File: config.mk
export PLATFORM = sky130hd
export DESIGN_NAME = button_conditioner_flat
export DESIGN_NICKNAME = d
export VERILOG_FILES = /design/src/rtl/button_conditioner_pkg.sv /design/src/rtl/button_conditioner_if.sv /design/src/rtl/button_debouncer.sv /design/src/rtl/button_conditioner.sv /design/src/flat_wrapper.sv
export SDC_FILE = /design/constraint.sdc
export NUM_CORES = 1
export LEC_CHECK = 0
export CAP_MARGIN = 0
export CORE_UTILIZATION = 40
export DETAILED_ROUTE_END_ITERATION = 7
export PLACE_DENSITY = 0.62
export RECOVER_POWER = 50
export SETUP_SLACK_MARGIN = 0.3
export SKIP_LAST_GASP = 1
export SLEW_MARGIN = 5
export SYNTH_ARGS = -nofsm -noshare
export SYNTH_HDL_FRONTEND = slang
export SYNTH_HIERARCHICAL = 1
export SYNTH_SLANG_ARGS = --single-unit
File: constraint.sdc
create_clock -name clk -period 2.6 [get_ports clk]
set_input_delay 0.26 -clock clk [delete_from_list [all_inputs] [get_ports clk]]
set_output_delay 0.26 -clock clk [all_outputs]
set_load 0.1 [all_outputs]
File: src/rtl/button_conditioner_pkg.sv
// Shared types for the push-button front-end: button indices, arbitration order,
// debouncer states and the fixed-priority grant helper.
package button_pkg;

  localparam int N_BTN = 5;

  typedef enum logic [2:0] {
    BTN_LEFT   = 3'd0,
    BTN_RIGHT  = 3'd1,
    BTN_UP     = 3'd2,
    BTN_DOWN   = 3'd3,
    BTN_SELECT = 3'd4
  } btn_idx_e;

  // Highest priority first.
  localparam btn_idx_e PRIO_ORDER [N_BTN] = '{BTN_SELECT, BTN_UP, BTN_DOWN, BTN_LEFT, BTN_RIGHT};

  typedef enum logic [1:0] {
    IDLE         = 2'd0,
    WAIT_PRESS   = 2'd1,
    PRESSED      = 2'd2,
    WAIT_RELEASE = 2'd3
  } deb_state_e;

  function automatic logic [N_BTN-1:0] priorityGrant(input logic [N_BTN-1:0] req);
    logic [N_BTN-1:0] grant;
    grant = '0;
    for (int i = 0; i < N_BTN; i++) begin
      if (grant == '0 && req[PRIO_ORDER[i]]) grant[PRIO_ORDER[i]] = 1'b1;
    end
    return grant;
  endfunction

endpackage

File: src/rtl/button_conditioner_if.sv
// Button bus between the raw pins / game FSM side (master) and the conditioner (slave).
interface button_conditioner_if;

  logic [button_pkg::N_BTN-1:0] btn_raw;
  logic [button_pkg::N_BTN-1:0] btn_level;
  logic                         btnLeft;
  logic                         btnRight;
  logic                         btnUp;
  logic                         btnDown;
  logic                         btnSelect;

  modport master (
    output btn_raw,
    input  btn_level, btnLeft, btnRight, btnUp, btnDown, btnSelect
  );

  modport slave (
    input  btn_raw,
    output btn_level, btnLeft, btnRight, btnUp, btnDown, btnSelect
  );

endinterface

File: src/rtl/button_debouncer.sv
// One button: flop synchroniser, agreement counter and debounce FSM producing a
// stable level plus a one-cycle strobe registered together with each level rise.
module button_debouncer
  import button_pkg::*;
#(
  parameter int DEBOUNCE_CYCLES = 500000,
  parameter int SYNC_STAGES     = 2
) (
  input  logic clk,
  input  logic rst,
  input  logic raw,
  output logic level,
  output logic rise
);

  localparam int CNT_W = $clog2(DEBOUNCE_CYCLES + 1);

  logic [SYNC_STAGES-1:0] syncQ;
  logic                   synced;
  deb_state_e             state, stateNext;
  logic [CNT_W-1:0]       cnt, cntNext;
  logic                   differ, done, levelNext;

  assign synced = syncQ[SYNC_STAGES-1];

  always_comb begin
    stateNext = state;
    differ    = synced ^ level;
    done      = differ && (cnt == CNT_W'(DEBOUNCE_CYCLES - 1));
    cntNext   = (differ && !done) ? cnt + CNT_W'(1) : '0;
    case (state)
      IDLE:         if (synced) stateNext = done ? PRESSED : WAIT_PRESS;
      WAIT_PRESS:   if (!synced) stateNext = IDLE;
                    else if (done) stateNext = PRESSED;
      PRESSED:      if (!synced) stateNext = done ? IDLE : WAIT_RELEASE;
      WAIT_RELEASE: if (synced) stateNext = PRESSED;
                    else if (done) stateNext = IDLE;
      default:      stateNext = IDLE;
    endcase
    levelNext = (stateNext == PRESSED) || (stateNext == WAIT_RELEASE);
  end

  always_ff @(posedge clk) begin
    if (!rst) begin
      syncQ <= '0;
      state <= IDLE;
      cnt   <= '0;
      level <= 1'b0;
      rise  <= 1'b0;
    end else begin
      syncQ <= {syncQ[SYNC_STAGES-2:0], raw};
      state <= stateNext;
      cnt   <= cntNext;
      level <= levelNext;
      rise  <= levelNext & ~level;
    end
  end

endmodule

File: src/rtl/button_conditioner.sv
// Five-button front-end: debounced levels, pending-press register and fixed-priority
// one-hot pulse arbiter. Define BTN_AUTOREPEAT_EN to enable direction auto-repeat.
module button_conditioner
  import button_pkg::*;
#(
  parameter int DEBOUNCE_CYCLES = 500000,
  parameter int SYNC_STAGES     = 2,
  parameter int REPEAT_DELAY    = 25000000,
  parameter int REPEAT_PERIOD   = 5000000
) (
  input  logic                 clk,
  input  logic                 rst,
  button_conditioner_if.slave  bus
);

  if (DEBOUNCE_CYCLES < 1 || SYNC_STAGES < 2 || REPEAT_DELAY < 1 || REPEAT_PERIOD < 1) begin : g_badParam
    $error("button_conditioner: parameter out of range");
  end

  logic [N_BTN-1:0] levelP0, riseP0, repTick, setReq, req, grant;
  logic [N_BTN-1:0] pendP0, pulseP1;

  for (genvar b = 0; b < N_BTN; b++) begin : g_deb
    button_debouncer #(
      .DEBOUNCE_CYCLES(DEBOUNCE_CYCLES),
      .SYNC_STAGES    (SYNC_STAGES)
    ) u_deb (
      .clk  (clk),
      .rst  (rst),
      .raw  (bus.btn_raw[b]),
      .level(levelP0[b]),
      .rise (riseP0[b])
    );
  end

`ifdef BTN_AUTOREPEAT_EN
  localparam int HOLD_MAX = (REPEAT_DELAY > REPEAT_PERIOD) ? REPEAT_DELAY : REPEAT_PERIOD;
  localparam int HOLD_W   = $clog2(HOLD_MAX + 1);

  for (genvar b = 0; b < N_BTN; b++) begin : g_rep
    if (b == int'(BTN_SELECT)) begin : g_noRep
      assign repTick[b] = 1'b0;
    end else begin : g_hold
      logic [HOLD_W-1:0] holdCnt;
      logic              repeating;
      logic              hit;

      // Count restarts at 1 after each hit so the next hit lands REPEAT_PERIOD later.
      assign hit = levelP0[b] &&
                   (holdCnt == (repeating ? HOLD_W'(REPEAT_PERIOD) : HOLD_W'(REPEAT_DELAY)));
      assign repTick[b] = hit;

      always_ff @(posedge clk) begin
        if (!rst || !levelP0[b]) begin
          holdCnt   <= '0;
          repeating <= 1'b0;
        end else if (hit) begin
          holdCnt   <= HOLD_W'(1);
          repeating <= 1'b1;
        end else begin
          holdCnt   <= holdCnt + HOLD_W'(1);
        end
      end
    end
  end
`else
  assign repTick = '0;
`endif

  // Stage p0: pending requests merged with new strobes, one granted per cycle.
  always_comb begin
    setReq = riseP0 | repTick;
    req    = pendP0 | setReq;
    grant  = priorityGrant(req);
  end

  // A fresh strobe on a bit being granted from pending is a new press and survives.
  always_ff @(posedge clk) begin
    if (!rst) begin
      pendP0  <= '0;
      pulseP1 <= '0;
    end else begin
      pendP0  <= (req & ~grant) | (setReq & pendP0 & grant);
      pulseP1 <= grant;
    end
  end

  // Stage p1: registered one-hot-or-zero pulses.
  assign bus.btn_level = levelP0;
  assign bus.btnLeft   = pulseP1[BTN_LEFT];
  assign bus.btnRight  = pulseP1[BTN_RIGHT];
  assign bus.btnUp     = pulseP1[BTN_UP];
  assign bus.btnDown   = pulseP1[BTN_DOWN];
  assign bus.btnSelect = pulseP1[BTN_SELECT];

endmodule

File: src/flat_wrapper.sv
// flat-port wrapper written by rule: the top's interface ports become plain ports
module button_conditioner_flat import button_pkg::*;
#(
  parameter int DEBOUNCE_CYCLES = 500000,
  parameter int SYNC_STAGES     = 2,
  parameter int REPEAT_DELAY    = 25000000,
  parameter int REPEAT_PERIOD   = 5000000
)
  (clk, rst, bus_btn_raw, bus_btn_level, bus_btnLeft, bus_btnRight, bus_btnUp, bus_btnDown, bus_btnSelect);
  button_conditioner_if bus_i ();
  input  logic clk;
  input  logic rst;
  input wire logic [$bits(bus_i.btn_raw)-1:0] bus_btn_raw;
  output wire logic [$bits(bus_i.btn_level)-1:0] bus_btn_level;
  output wire logic [$bits(bus_i.btnLeft)-1:0] bus_btnLeft;
  output wire logic [$bits(bus_i.btnRight)-1:0] bus_btnRight;
  output wire logic [$bits(bus_i.btnUp)-1:0] bus_btnUp;
  output wire logic [$bits(bus_i.btnDown)-1:0] bus_btnDown;
  output wire logic [$bits(bus_i.btnSelect)-1:0] bus_btnSelect;
  assign bus_i.btn_raw = bus_btn_raw;
  assign bus_btn_level = bus_i.btn_level;
  assign bus_btnLeft = bus_i.btnLeft;
  assign bus_btnRight = bus_i.btnRight;
  assign bus_btnUp = bus_i.btnUp;
  assign bus_btnDown = bus_i.btnDown;
  assign bus_btnSelect = bus_i.btnSelect;
  button_conditioner #(.DEBOUNCE_CYCLES(DEBOUNCE_CYCLES), .SYNC_STAGES(SYNC_STAGES), .REPEAT_DELAY(REPEAT_DELAY), .REPEAT_PERIOD(REPEAT_PERIOD)) u_core (.clk(clk), .rst(rst), .bus(bus_i));
endmodule
# Word level (Yosys, flattened, before mapping)
# Index checks and enable logic that the tools add are counted.
dict set report totals {
  reg_bits 135
  inputBits 7
  out_inout_bits 10
  wordCells 171
}
dict set report op_classes {
  addsub 5
  eq_ne 30
  muxes 50
  bitwise 22
  reduce_logical 37
}
# operator count
set op_table {}
lappend op_table {{19-bit by 1-bit adder with 19-bit output, second input constant} 5}
lappend op_table {{19-bit equality test, second input constant} 5}
lappend op_table {{2-bit 2-to-1 mux} 40}
lappend op_table {{2-bit equality test, second input constant} 20}
lappend op_table {{2-bit one-hot mux with 4 select lines} 5}
lappend op_table {{5-bit bitwise AND} 3}
lappend op_table {{1-bit logical AND} 14}
lappend op_table {{2-bit zero test} 6}
lappend op_table {{2-bit by 1-bit equality test with 1-bit output, second input constant} 5}
lappend op_table {{5-bit bitwise OR} 2}
lappend op_table {{2-bit AND reduction} 5}
lappend op_table {{1-bit NOT} 6}
lappend op_table {{1-bit bitwise AND} 5}
lappend op_table {{1-bit zero test} 5}
lappend op_table {{1-bit logical OR} 5}
lappend op_table {{1-bit 2-to-1 mux} 5}
lappend op_table {{5-bit NOT} 1}
lappend op_table {{1-bit XOR} 5}
lappend op_table {{4-bit zero test} 1}
lappend op_table {{3-bit zero test} 1}

# Longest topological paths before layout
# Gate-level depths: netlist (run 1).
dict set report logic_depth {
  word_depth 17
  depth_mapped 5
  mapped_depth_nobuf 5
}

# Modules after synthesis
# The synthesis (run 1) kept the hierarchy.
# mod instances cells_each area_per_inst_um2 seq_area_each_um2
set modules_own_cells {}
lappend modules_own_cells {button_debouncer 5 110 1017.2 460.4}
lappend modules_own_cells {button_conditioner 1 35 370.4 200.2}

# Least setup slack after synthesis (run 1)
# Ideal clock, no wire load.
dict set report synth_timing {
  path_type {register to register}
  start {reg u_core.g_deb[0].u_deb.cnt[0]}
  end {reg u_core.g_deb[0].u_deb.cnt[18]}
  setup_ns 0.070
  arrival_time_ns 1.799
  t_required_ns 2.530
  setup_slack_ns 0.731
  stages_incl_launch_ff 6
  n_path_buf 0
  synth_period_minus_slack_ns 1.869
  path_cell_list {dfxtp_1 -> ha_1 -> nand4_4 -> or3_1 -> or4_1 -> a21oi_1}
}
dict set report synth_between {
  elab_chain_len 5
  elab_cells_between_ends 6
  classes_between {add/sub: 1; eq/ne: 1; reduce/logical: 4}
}
# element line
set synth_lines {}
lappend synth_lines {{from (decl)} button_debouncer.sv:21} ;# logic [CNT_W-1:0] cnt, cntNext;
lappend synth_lines {{from (signal assigned)} button_debouncer.sv:53} ;# cnt <= cntNext;
lappend synth_lines {{branches (longest 5 deep; another with 19-bit by 1-bit adder with 19-bit output)} -}
# Parallel ways; which one is timed is not known.
# A chain may end at the register's enable or synchronous reset.

# Worst setup path in the final report (run 1)
# Ends and elaborated chain as after synthesis.

==> metrics.md, run 1 <==
| Metric | Value |
|---|---|
| Fmax | roughly 440 MHz |
| Nets@finish | 628 |
| Reg2reg path depth | 5 |
| Layout filler cell count | 1251 |
| Top-Level Pins | 17 |
| Share of layout cells above drive strength 1 | 7.96% |
| Max FO, Critical Path | 10 |
| Cts hold-fix bufs | 0 |
| Vias in the first global route | 3941 |
| Die Ht | 119 µm |
| Pint | 0.00336 W |
| Min Clock Period, post-route | 2.27 ns |
| Register area share after synthesis | 45.9% |
| HPWL Detailed | 6.96 mm |
| Clk slew on worst S/H paths | 0.05 ns |
| Setup TNS | 0 ns |
| Ranking of synthesized cells by area | dfxtp_1 (46%), xnor2_1 (9.6%), nor2_1 (6.7%) |
| CTS tree | yes |
| WL/cell | between 10 and 15 µm |
| Clock root buffer | clkbuf_16 |
| Post-CTS Setup Inserts | 0 |
| Multi-input gate area | roughly 2800 µm² |
| Reg-to-reg startpoint | u_core/g_deb[0].u_deb/cnt[0] |
| Syn_area_per_cell | 9.33 µm² |
| Worst endpoint required time | 2.93 ns |
| Leak | 1.92 nW |
| CTS buffer count | 17 |
| Reg power frac | a little under half |
| All-Layer GR Usage | 15.4% |
| Number of synthesized flops with an enable pin | 0 |
| N_diodes | 0 |
| Global route total overflow | 0 |
| R2R setup slack | 0.33 ns |
| Slew @ Worst Pin | 1.18 ns |
| Max Cap Violations | 0 |
| Layout Skew | 0.00647 ns |
| CTS max path bufs | 2 |
| Yosys cell types | 38 |
| WHS Path Cells | 2 |
| Worst setup startpoint | u_core/g_deb[0].u_deb/cnt[0] |
| Avg Vias per Cell | 5.18 |
| Core area | 13300 µm² |
| Mapped cell area | roughly 5500 µm² |
| CTS HTree Levels | 4 |
| Most frequent cell after synthesis | dfxtp_1 |
| Sw Share | between 15 and 20% |
| Initial antenna violation count | 0 |
| Post-Syn Nets | between 500 and 600 |
| Final antenna-violating net count | 0 |
| Part of the power in the clock network | 52.9% |
| RSZ-0062 raised after global routing | false |
| Endpoints failing hold | 0 |
| Worst min path class | input port to register |
| Status | finished, final reports clean |
| Top cells by count, synth | dfxtp_1 (125), nor2_1 (98), xnor2_1 (60) |
| Clk_lat worst skew | 0.41 ns |
| CP Data Arrival Time | 2.60 ns |
| DR DRC count | 0 |
| Register Area | roughly 2500 µm² |
| Design Power | roughly 0.0042 W |
| Max Slew Vio Count | 0 |
| Die area | 14100 µm² |
| P_sw | 0.000827 W |
| Worst r2r dst | u_core/g_deb[0].u_deb/cnt[18] |
| Peak supply drop | 0.448 mV |
| Clk sinks | roughly 130 |
| Initial DRC count | ~190 |
| Syn-to-layout area delta | 14.5% |
| # setup viols final | 0 |
| Final Cell Area | between 6000 and 7000 µm² |
| Placed cell area | 5790 µm² |
| RePlAce Congestion | 0.805 |
| Std cell rows | 42 |
| Power density cells | 670 nW/µm² |
| Main synth FF type | dfxtp_1 |
| Largest net degree at the start of global routing | 19 |
| Logic pwr share | 1.0% |
| First-pass GRT wire length | 17.6 mm |
| Crit Path Category | register to register |
| Post-cts sizing count | 0 |
| Synth area leader | dfxtp_1 |
| Async S/R FF share, synth | 0% |
| CP startpoint kind | register |
| CP Capture Type | register |
| First-pass DRT Iterations | 4 |
| Die X | ~120 µm |
| Worst rel slew slack | 21.5% |
| Detailed-route via count | 4168 |
| DRT Wirelength | between 10 and 15 mm |
| Period utilization | 87.3% |
| Critical Path End | u_core/g_deb[0].u_deb/cnt[18] |
| Port Buf Inserts | 16 |
| #FFs+latches synth | 125 |
| Gate count of the mapped netlist | 585 |
| Synth top area share | between 40% and 50% |
| Initial core utilization | 41.0% |
| YS warnings | 6 |
==> stage by stage <==
stage	hold slack [ns]	setup slack (ns)	util, %	instances
2_1_floorplan	0.382	0.731	-	585
3_3_place_gp	0.415	0.637	43.6	773
3_5_place_dp	0.423	0.554	43.6	773
4_1_cts	0.414	0.534	47.7	804
5_1_grt	0.421	0.215	47.0	804
6_report	0.427	0.329	47.0	804
==> cells in the final DEF, fill, tap and decap left out, types with 6 or more instances in the layout <==
| master | netlist | layout |
|---|---|---|
| nor2_1 | 98 | 98 |
| a21oi_1 | 10 | 10 |
| nand4_1 | 30 | 32 |
| dfxtp_1 | 125 | 125 |
| xnor2_1 | 60 | 60 |
| clkbuf_1 | 0 | 16 |
| nand3_1 | 30 | 30 |
| nand2_1 | 29 | 29 |
| o31ai_1 | 6 | 6 |
| xor2_1 | 20 | 20 |
| mux2i_1 | 10 | 10 |
| and3_1 | 11 | 11 |
| nor4_1 | 26 | 26 |
| inv_1 | 15 | 15 |
| and2_1 | 15 | 13 |
| nor3_1 | 25 | 25 |
| clkinv_2 | 0 | 7 |
| clkbuf_16 | 0 | 17 |
==> power groups by stage <==
| stage | Combinational (W) | Clock, W | Sequential, W |
|---|---|---|---|
| finish | 0.0000412 | 0.00221 | 0.00193 |
| global route | 0.0000461 | 0.00237 | 0.00193 |
| CTS | 0.0000440 | 0.00227 | 0.00193 |
| detailed placement | 0.0000437 | 0 | 0.00197 |
| global placement | 0.0000434 | 0 | 0.00197 |
| floorplan | 0.0000241 | 0 | 0.00197 |
==> worst max-delay path: stages, from the launching register on <==
cell	delay [ns]
dfxtp_1	0.39
ha_1	0.22
nand4_1	0.38
or3_1	0.50
or4_1	0.52
a21oi_1	0.17
==> layer usage <==
metal | up-vias | track usage, % | wire length [µm]
met3 | 15 | 4.83 | 302
li1 | 2146 | - | -
met4 | 0 | 5.93 | 163
met5 | - | 0 | 0
met1 | 1949 | 18.9 | 4980
met2 | 58 | 25.2 | 4760
==> worst min-delay path by stage <==
stage	startpoint	end
after floorplan	rst	u_core/g_deb[0].u_deb/syncQ[0]
after global placement	u_core/g_deb[2].u_deb/syncQ[0]	u_core/g_deb[2].u_deb/syncQ[1]
after detailed placement	u_core/g_deb[1].u_deb/syncQ[0]	u_core/g_deb[1].u_deb/syncQ[1]
after CTS	bus_btn_raw[2]	u_core/g_deb[2].u_deb/syncQ[0]
after global routing	bus_btn_raw[2]	u_core/g_deb[2].u_deb/syncQ[0]
final	bus_btn_raw[2]	u_core/g_deb[2].u_deb/syncQ[0]
==> area by class of cell <==
type / count / area share (%)
Tap cell: 176 / 3.53
Timing Repair Buffer: 18 / 1.68
Sequential cell: 125 / 40.1
Inverter: 15 / 0.901
Clock buffer: 22 / 7.27
Multi-Input combinational cell: 439 / 45.0
Clock inverter: 9 / 1.52
==> sequential cells by signal, indices dropped and copies added (netlist names) <==
| name | cells |
|---|---|
| u_core/pendP0 | 5 |
| u_core/g_deb.u_deb/level | 5 |
| u_core/pulseP1 | 5 |
| u_core/g_deb.u_deb/syncQ | 10 |
| u_core/g_deb.u_deb/cnt | 95 |
| u_core/g_deb.u_deb/rise | 5 |
==> cells by family after synthesis <==
group	count (synthesis)	synth area share (%)
compound gates	31	3.76
xor+xnor	80	12.8
fa+ha+maj	5	1.15
mux	10	1.83
buf+inv	21	1.70
flops	125	45.9
simple gates	313	32.9
No activity file was read; power rests on OpenSTA's default activity.
==> run 2, diff against run 1 <==
Settings changed: CORE_UTILIZATION 40 to 56, CTS_CLUSTER_SIZE set to 16, PLACE_DENSITY 0.62 to 0.8.
==> run 2 against run 1 <==
Net effect:
- critical path depth did not move
- sequential share of layout area rose by 0.31 points
- setup slack improved by 0.029 ns
- largest power group unchanged
- highest routed layer unchanged
- global-route usage rose by 6.8 points
- critical endpoint is now u_core/g_deb[2].u_deb/cnt[18]
==> metrics.md, run 2 (synthesized netlist as in run 1, its figures left out) <==
| Metric | Value |
|---|---|
| Reg2reg path depth | 5 (unchanged) |
| Layout filler cell count | 756 (-40%) |
| Top-Level Pins | 17 (unchanged) |
| Delay-heaviest family, CP | simple AND/OR/NAND/NOR gates |
| Share of layout cells above drive strength 1 | 8.10% (+0.13 points) |
| Avg Vias per Cell | 5.57 (+7.4%) |
| Period utilization | 86.2% (-1.1 points) |
| Most frequent cells in the layout | dfxtp_1 (125), nor2_1 (98), xnor2_1 (60), nand4_1 (33), nand3_1 (30) |
| Syn-to-layout area delta | 13.6% |
| Fmax | 446 MHz (+1.3%) |
| N_diodes | 0 (unchanged) |
| Critical-path cell list | ha_1, nand4_1, or3_1, or4_1, a21oi_1 |
| HP Start | bus_btn_raw[4] |
| Worst hold slack | 0.331 ns (-0.0965 ns) |
| Max Cap Violations | 0 (unchanged) |
| Initial antenna violation count | 0 (unchanged) |
| Power density cells | 691 nW/µm² (+3.0%) |
| Initial DRC count | 163 (-15%) |
| CP Capture Type | register |
| Clk slew on worst S/H paths | 0.06 ns (about the same) |
| Slew @ Worst Pin | 1.17 ns (-0.0117 ns) |
| Vias in the first global route | 3946 (+0.13%) |
| Leak | 1.90 nW (-0.76%) |
| Clk sinks | 125 (unchanged) |
| Final antenna-violating net count | 0 (unchanged) |
| Worst Hold Endpoint | u_core/g_deb[4].u_deb/syncQ[0] |
| CP Data Arrival Time | 2.68 ns (+0.08 ns) |
| Crit path depth | 5 (unchanged) |
| Min Clock Period, post-route | 2.24 ns (-0.0293 ns) |
| Place WS | 0.578 ns (+0.0242 ns) |
| Post-cts sizing count | 0 (unchanged) |
| Design Power | 0.00428 W (+2.2%) |
| HPWL Detailed | 6.88 mm (-1.1%) |
| CTS buffer count | 17 (unchanged) |
| CTS tree | yes |
| Slowest-stage cell, CP | or3_1 |
| WP buf/inv | 0 (unchanged) |
| Post-CTS Setup Inserts | 0 (unchanged) |
| Worst endpoint required time | 3.03 ns (+0.10 ns) |
| Endpoints failing hold | 0 (unchanged) |
| Initial core utilization | 58.5% (+17 points) |
| Leading cell type in the layout, fill and taps excluded | dfxtp_1 |
| Worst r2r dst | u_core/g_deb[2].u_deb/cnt[18] |
| Die X | 101 µm (-15%) |
| First-pass DRT Iterations | 4 (unchanged) |
| Max FFs per register | 95 (unchanged) |
| RSZ-0062 raised after global routing | false |
| Status | finished, final reports clean |
| Detailed-route via count | 4224 (+1.3%) |
| DRT Wirelength | 10.3 mm (+0.97%) |
| Core area | 9330 µm² (-30%) |
| WL/cell | 13.6 µm (+7.0%) |
| CTS HTree Levels | 4 (unchanged) |
| Reg-to-reg startpoint | u_core/g_deb[2].u_deb/cnt[0] |
| Largest registers | u_core/g_deb.u_deb/cnt (95), u_core/g_deb.u_deb/syncQ (10) |
| Nets@finish | 629 (+0.16%) |
| RePlAce Congestion | 0.825 (+2.5%) |
| # setup viols final | 0 (unchanged) |
| CP max stage delay | 0.51 ns (about the same) |
| Peak supply drop | 0.573 mV (+28%) |
| All-Layer GR Usage | 22.3% (+6.8 points) |
| Max Slew Vio Count | 0 (unchanged) |
| Final worst slack | 0.358 ns (+0.0293 ns) |
| Die area | 10100 µm² (-28%) |
| Clk_lat worst skew | 0.51 ns (+0.10 ns) |
| Clock root buffer | clkbuf_8 |
| Setup TNS | 0 ns (unchanged) |
| Crit Path Category | register to register |
| CP startpoint kind | register |
| Global route total overflow | 0 (unchanged) |
| Worst rel slew slack | 22.3% (+0.78 points) |
| Port Buf Inserts | 16 (unchanged) |
| Largest net degree at the start of global routing | 18 (-1) |
| Cts hold-fix bufs | 0 (unchanged) |
| Max FO, Critical Path | 10 (unchanged) |
| Biggest register | u_core/g_deb.u_deb/cnt |
| CTS max path bufs | 2 (unchanged) |
| Layout Skew | 0.00634 ns (-0.000128 ns) |
| Worst min path class | input port to register |
| Die Ht | 101 µm (-15%) |
| DR DRC count | 0 (unchanged) |
| R2R setup slack | 0.36 ns (+0.03 ns) |
| First-pass GRT wire length | 17.7 mm (+0.63%) |
| WHS Path Cells | 2 (unchanged) |
| Std cell rows | 35 (-17%) |
## run 2: cell count changes in the layout (fill, tap and decap cells not counted), sizes merged
cell	delta
clkbuf	-3
bufinv	+1
inv	+2
clkinvlp	+2
## run 2: per-stage QoR
step | cell area, µm² | utilization (%) | std cells
floorplan | 5460 | - | 585
global placement | 5740 | 61.5 | 727
detailed placement | 5740 | 61.5 | 727
CTS | 6330 | 67.8 | 759
global route | 6200 | 66.5 | 759
finish | 6200 | 66.5 | 759
## run 2: where the power goes
part / switching, W / total (W) / internal [W]
clock network: 0.000847 / 0.00231 / 0.00146
registers: 0.00000528 / 0.00193 / 0.00193
logic: 0.0000245 / 0.0000422 / 0.0000176
total: 0.000877 / 0.00428 / 0.00340
## run 2: area by class of cell
| cell class | instances | area [µm²] | area share, % |
|---|---|---|---|
| multi-input combinational | 439 | 2780 | 44.9 |
| sequential | 125 | 2500 | 40.4 |
| clock buffer | 18 | 418 | 6.74 |
| clock inverter | 14 | 169 | 2.73 |
| tap | 129 | 161 | 2.60 |
| timing repair buffer | 19 | 109 | 1.76 |
| inverter | 15 | 56.3 | 0.908 |
## run 2: how the worst max path moves through the flow
stage,to,startpoint
after floorplan,u_core/g_deb[0].u_deb/cnt[18],u_core/g_deb[0].u_deb/cnt[0]
after global placement,u_core/g_deb[4].u_deb/cnt[18],u_core/g_deb[4].u_deb/cnt[0]
after detailed placement,u_core/g_deb[4].u_deb/cnt[18],u_core/g_deb[4].u_deb/cnt[0]
after CTS,u_core/g_deb[4].u_deb/cnt[18],u_core/g_deb[4].u_deb/cnt[0]
after global routing,u_core/g_deb[2].u_deb/cnt[18],u_core/g_deb[2].u_deb/cnt[0]
final,u_core/g_deb[2].u_deb/cnt[18],u_core/g_deb[2].u_deb/cnt[0]
## run 2: routing by layer
metal	vias up	GRT usage [%]	routed length [µm]
li1	2147	-	-
met1	1993	26.8	4690
met2	70	36.8	5090
met3	14	5.76	383
met4	0	11.4	142
met5	-	0	0
